--- src/rtl/serial_borrow_subtractor.sv ---
// serial_borrow_subtractor: bit-serial D = X - Y - Bin, LSB first,
// one full-subtractor cell and a registered borrow, valid/ready on both sides.
//
// Ports:
//   clk, rst_n              clock, async active-low reset
//   in_valid/in_ready       operand handshake (X, Y, Bin)
//   out_valid/out_ready     result handshake (D, Bout, V)
//   D                       difference modulo 2^WIDTH
//   Bout                    unsigned borrow-out (X < Y + Bin)
//   V                       signed two's-complement overflow
module serial_borrow_subtractor #(
    parameter int WIDTH = 4
) (
    input  logic             clk,
    input  logic             rst_n,
    input  logic             in_valid,
    output logic             in_ready,
    input  logic [WIDTH-1:0] X,
    input  logic [WIDTH-1:0] Y,
    input  logic             Bin,
    output logic             out_valid,
    input  logic             out_ready,
    output logic [WIDTH-1:0] D,
    output logic             Bout,
    output logic             V
);

    localparam int IW = (WIDTH > 1) ? $clog2(WIDTH) : 1;

    localparam logic [1:0] S_IDLE  = 2'd0;
    localparam logic [1:0] S_SHIFT = 2'd1;
    localparam logic [1:0] S_DONE  = 2'd2;

    localparam logic [IW-1:0] LAST = IW'(WIDTH - 1);

    logic [1:0]       state_q, state_d;
    logic [IW-1:0]    idx_q, idx_d;
    logic             borrow_q, borrow_d;
    logic [WIDTH-1:0] x_q, x_d;
    logic [WIDTH-1:0] y_q, y_d;
    logic [WIDTH-1:0] d_q, d_d;
    logic             bout_q, bout_d;
    logic             v_q, v_d;

    // Single full-subtractor cell on the current bit
    logic xi, yi, di, bnext;

    assign xi    = x_q[idx_q];
    assign yi    = y_q[idx_q];
    assign di    = xi ^ yi ^ borrow_q;
    assign bnext = (~xi & yi) | (~(xi ^ yi) & borrow_q);

    always_comb begin
        state_d  = state_q;
        idx_d    = idx_q;
        borrow_d = borrow_q;
        x_d      = x_q;
        y_d      = y_q;
        d_d      = d_q;
        bout_d   = bout_q;
        v_d      = v_q;
        unique case (state_q)
            S_IDLE: begin
                if (in_valid) begin
                    x_d      = X;
                    y_d      = Y;
                    borrow_d = Bin;
                    idx_d    = '0;
                    state_d  = S_SHIFT;
                end
            end
            S_SHIFT: begin
                d_d[idx_q] = di;
                borrow_d   = bnext;
                idx_d      = idx_q + IW'(1);
                if (idx_q == LAST) begin
                    bout_d  = bnext;
                    // Operand signs differ and result sign left the minuend's
                    v_d     = (x_q[WIDTH-1] != y_q[WIDTH-1])
                            & (di != x_q[WIDTH-1]);
                    idx_d   = '0;
                    state_d = S_DONE;
                end
            end
            S_DONE: begin
                if (out_ready) begin
                    state_d = S_IDLE;
                end
            end
            default: begin
                state_d = S_IDLE;
            end
        endcase
    end

    always_ff @(posedge clk or negedge rst_n) begin
        if (!rst_n) begin
            state_q  <= S_IDLE;
            idx_q    <= '0;
            borrow_q <= 1'b0;
            x_q      <= '0;
            y_q      <= '0;
            d_q      <= '0;
            bout_q   <= 1'b0;
            v_q      <= 1'b0;
        end else begin
            state_q  <= state_d;
            idx_q    <= idx_d;
            borrow_q <= borrow_d;
            x_q      <= x_d;
            y_q      <= y_d;
            d_q      <= d_d;
            bout_q   <= bout_d;
            v_q      <= v_d;
        end
    end

    assign in_ready  = (state_q == S_IDLE);
    assign out_valid = (state_q == S_DONE);
    assign D         = d_q;
    assign Bout      = bout_q;
    assign V         = v_q;

endmodule

--- config.mk ---
export PLATFORM = sky130hd
export DESIGN_NAME = serial_borrow_subtractor
export DESIGN_NICKNAME = d
export VERILOG_FILES = /design/src/rtl/serial_borrow_subtractor.sv
export SDC_FILE = /design/constraint.sdc
export NUM_CORES = 1
export LEC_CHECK = 0
export ABC_AREA = 0
export BUFFER_PORTS_ARGS = -buffer_cell sky130_fd_sc_hd__buf_2
export CAP_MARGIN = 20
export CORE_MARGIN = 5
export CORE_UTILIZATION = 55
export CTS_BUF_LIST = sky130_fd_sc_hd__clkbuf_4 sky130_fd_sc_hd__clkbuf_8
export CTS_CLUSTER_DIAMETER = 40
export DETAILED_ROUTE_END_ITERATION = 10
export PLACE_DENSITY = 0.88
export SETUP_SLACK_MARGIN = 0.02
export SLEW_MARGIN = 30
export SYNTH_ARGS = -nofsm -noshare
export SYNTH_HDL_FRONTEND = slang
export SYNTH_SLANG_ARGS = --single-unit
--- constraint.sdc ---
create_clock -name clk -period 2.2 [get_ports clk]
set_input_delay 0 -clock clk [delete_from_list [all_inputs] [get_ports clk]]
set_output_delay 0 -clock clk [all_outputs]
set_load 0.1 [all_outputs]
# ---- Yosys cells after proc, flatten, opt, wreduce, memory -nomap -nowiden
# Cells that the tools add are included.
dict set report totals {
  register_bits 19
  input_bits 13
  out_inout_bits 8
  wordCells 50
}
dict set report classes {
  addsub 1
  order_cmp 2
  eq_ne 8
  n_mux 16
  n_bitwise 8
  reduce_logical 7
}
# op count
set ops {}
lappend ops {{$mux W2} 5}
lappend ops {{$pmux W2 S3} 1}
lappend ops {{$reduce_and A2 Y1} 3}
lappend ops {{$bmux W1 S2} 2}
lappend ops {{$bwmux W4} 1}
lappend ops {{$eq A2 B2 Y1 const B} 2}
lappend ops {{$mux W1} 4}
lappend ops {{$ne A2 B2 Y1 const B} 2}
lappend ops {{$pmux W2 S2} 1}
lappend ops {{$and A1 B1 Y1} 3}
lappend ops {{$lt A2 B3 Y1 const B} 1}
lappend ops {{$reduce_and A3 Y1} 1}
lappend ops {{$add A2 B1 Y2 const B} 1}
lappend ops {{$demux W1 S2} 1}
lappend ops {{$eq A2 B1 Y1 const B} 1}
lappend ops {{$ge A2 B1 Y1 const B} 1}
lappend ops {{$logic_not A2 Y1} 1}
lappend ops {{$ne A1 B1 Y1} 2}
lappend ops {{$ne A2 B1 Y1 const B} 1}
lappend ops {{$not A1 Y1} 2}
lappend ops {{$pmux W1 S2} 1}
lappend ops {{$reduce_bool A2 Y1} 1}
lappend ops {{$xor A1 B1 Y1} 2}
lappend ops {{$logic_and A1 B1 Y1} 1}
lappend ops {{$or A1 B1 Y1} 1}

# ---- Longest topological paths before layout
dict set report depth {
  ltp_word 7
  depth_mapped 6
  mapped_depth_nobuf 6
}

# ---- Worst setup path before layout
# Ideal clock, no wire load.
dict set report synth_path {
  path_kind {register to register}
  from {reg idx_q[0]}
  to {reg v_q, in the netlist V}
  setup_time_ps 83
  arrival_ps 1844
  path_slack_ps 273
  stages_incl_launch_ff 6
  n_path_buf 0
  synth_period_minus_slack_ps 1927
  path_cell_list {dfrtp_1 > mux4_2 > fa_1 > nor3b_1 > a21oi_1 > o21ai_0}
}
dict set report synth_via {
  elab_chain_cells 6
  elab_cells_between_ends 10
  cone_classes {2 x eq/ne; 4 x mux; 3 x bitwise; 1 x reduce/logical}
}
# element line_no
set synth_lines {}
lappend synth_lines {{start, declared} 37} ;# logic [IW-1:0] idx_q, idx_d;
lappend synth_lines {{start signal, assigned} 108} ;# idx_q <= idx_d;
lappend synth_lines {{$bmux W1 S2 (on tied branches)} {48, 49}}
lappend synth_lines {{$mux W1 (on tied branches)} {48, 49}}
lappend synth_lines {{$xor A1 B1 Y1 * (2 in a row)} 50} ;# assign di = xi ^ yi ^ borrow_q;
lappend synth_lines {{net di} 46} ;# logic xi, yi, di, bnext;
lappend synth_lines {{$ne A1 B1 Y1 *} 80} ;# & (di != x_q[WIDTH-1]);
lappend synth_lines {{$and A1 B1 Y1 *} 80}
lappend synth_lines {{end signal, assigned} 114} ;# v_q <= v_d;
lappend synth_lines {{end, declared} 43} ;# logic v_q, v_d;
# The timed path passes the listed nets; every way through them passes the cells marked *. The select of a mux whose other input is x is not followed.
# A chain may end at the register's enable or synchronous reset.

# ---- Worst setup path after layout
# Same ends and word-level chain as after synthesis.

==> impl_metrics.json <==
{
  "io_pins": 21,
  "relSlewSlack_pct": 67.8,
  "antenna_found_initial": 0,
  "layout-drive-gt1-share_pct": 38.5,
  "cap_violations": 0,
  "h-tree-depth": 1,
  "die-area_sq_um": 2640,
  "fin_crit_sh_pct": 90.8,
  "netlist.area_leader.share_pct": 50.5,
  "diodes": 0,
  "critPathSlowestCell": "fa_1",
  "synth_area_leader_cell": "dfrtp_1",
  "reg2reg_from": "idx_q[0]",
  "crit_chain": "mux4_2 > fa_1 > nor3b_2 > a21oi_1 > o21ai_0",
  "overflow": 0,
  "end_kind": "register",
  "crit_path_start": "idx_q[0]",
  "cpPeakStageDelay_ns": 0.56,
  "critPathKind": "register to register",
  "row_count": 15,
  "r2r_cells": 5,
  "synth_cell_types": 25,
  "clk_latency_ns": 0.29,
  "synth_seq_cells": 19,
  "critical_path_buf_inv_count": 0,
  "clockBufferDepth": 2,
  "drcViolationCount": 0,
  "slew_violations": 0,
  "cts.sinks": 19,
  "synth_area_per_cell_sq_um": 13.7,
  "cp_data_required_time_ns": 2.41,
  "numCtsBuffers": 3,
  "detailed_place_hpwl_um": 1240,
  "synthTopCellsByArea": "dfrtp_1, mux2_4, ha_1, mux4_2, mux2_1",
  "crit_end": "V",
  "finalNonFillerCells": 121,
  "nets": 123,
  "fin_tns_setup_ns": 0,
  "syn-cell-area_sq_um": 942,
  "finalSetupViolCount": 0,
  "ant_nets": 0,
  "holdWs_ns": 0.161,
  "worstPathArrival_ns": 2.21,
  "crit_family": "adder cells",
  "synth_edf_count": 0,
  "grt_max_degree": 20,
  "rrSetupSlack_ns": 0.20,
  "worst-path-max-fanout": 6,
  "r2r-end": "V",
  "pre_cts_ws_ns": 0.115,
  "grt_pass1_vias": 647,
  "vias": 636,
  "ctsRootBufferMaster": "clkbuf_4",
  "syn_to_final_growth_pct": 28.0,
  "initial_core_util_pct": 56.4,
  "cp.depth": 5,
  "netlist_instances": 69,
  "syn_nets": 87,
  "synth-seq-area-share_pct": 50.5,
  "start_kind": "register",
  "yosys_warnings": 0,
  "tightest_slew_ns": 0.486,
  "dieHeight_um": 51.4,
  "core_area_sq_um": 1670,
  "grt_pass1_wl_um": 2880,
  "tritoncts": "done",
  "rsz0062_at_grt": "no",
  "layout_setup_ws_ns": 0.202,
  "wirelength_um": 1600,
  "via_per_inst": 5.26,
  "hold_viol": 0,
  "post-route-min-period_ns": 2.00,
  "dp.cells": 106,
  "min_path_type": "input port to asynchronous set/reset pin",
  "post_cts_buffers": 0,
  "die-width_um": 51.4,
  "io_buffer_count": 20,
  "clk_pin_slew_worst_paths_ns": 0.10,
  "first_pass_iters": 3,
  "synth_async_sr_flop_share_pct": 100,
  "max_freq_mhz": 501,
  "wl_per_cell_um": 13.2,
  "worst_clock_skew_ns": 0.00120,
  "status": "finished, final reports clean",
  "gp_congestion": 0.720,
  "grt_util_all_layers_pct": 14.8,
  "ys.flop_type": "dfrtp_1",
  "drt_iter0_markers": 6
}
cells by family after synthesis:
kind of cell / share of synthesized area (%)
simple gates: 11.6
compound gates: 5.44
mux: 21.9
flops: 50.5
fa+ha+maj: 7.44
buf+inv: 3.19
cells in the final DEF (no fill, tap or decap):
master	n
a211o_1	1
a21oi_1	1
buf_2	20
buf_4	1
clkbuf_4	4
dfrtp_1	18
dfrtp_2	1
dlygate4sd3_1	11
fa_1	1
ha_1	4
inv_1	5
mux2_1	3
mux2_2	2
mux2_4	7
mux4_2	2
nand2_1	6
nand2b_1	1
nand3b_1	1
nor2_1	2
nor2b_1	1
nor2b_4	1
nor3_1	1
nor3b_2	1
nor3b_4	1
o21ai_0	3
o21bai_1	1
o31ai_1	2
or2b_1	1
or3_1	1
cells in the mapped netlist (2+ instances only):
master	number
dfrtp_1	19
ha_1	4
inv_1	5
mux2_1	3
mux2_2	2
mux2_4	7
mux4_2	2
nand2_1	6
nor2_1	2
o21ai_0	3
o31ai_1	2
state kept, by name, summed over array words and instances, names as in the netlist:
| name | count |
|---|---|
| idx_q | 2 |
| borrow_q | 1 |
| x_q | 4 |
| state_q | 2 |
| y_q | 4 |
| V | 1 |
| Bout | 1 |
| D | 4 |
layout make-up:
class                           count  area, sq um
Multi-Input combinational cell     44          442
Tap cell                           17         21.3
Inverter                            5         18.8
Clock buffer                        4         30.0
Fill cell                         116          464
Sequential cell                    19          477
Timing Repair Buffer               32          218
layer usage:
metal	vias to the layer above	wire length [um]	global-route usage (%)
met3	2	81	2.62
li1	311	-	-
met4	0	15	6.55
met1	307	694	18.2
met2	16	805	25.0
met5	-	0	0
worst min path at each step:
stage,start,cells after the start,slack (ns),to
2_1_floorplan,rst_n,0,-0.30,Bout
3_3_place_gp,rst_n,1,-0.05,D[0]
3_5_place_dp,rst_n,1,-0.05,D[0]
4_1_cts,rst_n,2,0.17,D[3]
5_1_grt,rst_n,2,0.20,D[3]
6_report,rst_n,2,0.16,D[3]
stage by stage:
step | utilization (%) | instance area, sq um
finish | 72.2 | 1210
global placement | 63.4 | 1060
floorplan | - | 942
CTS | 71.8 | 1200
detailed placement | 63.4 | 1060
global route | 72.2 | 1210
what timing repair did:
action                                 CTS  global route
setup endpoints to repair                0             1
hold buffers                            11             0
resized for setup                        0             2
endpoints found under the hold margin   29             0
Power is left out: the tool's default activity adds up to more than one toggle a clock period on the data nets, which glitch-free logic cannot reach.
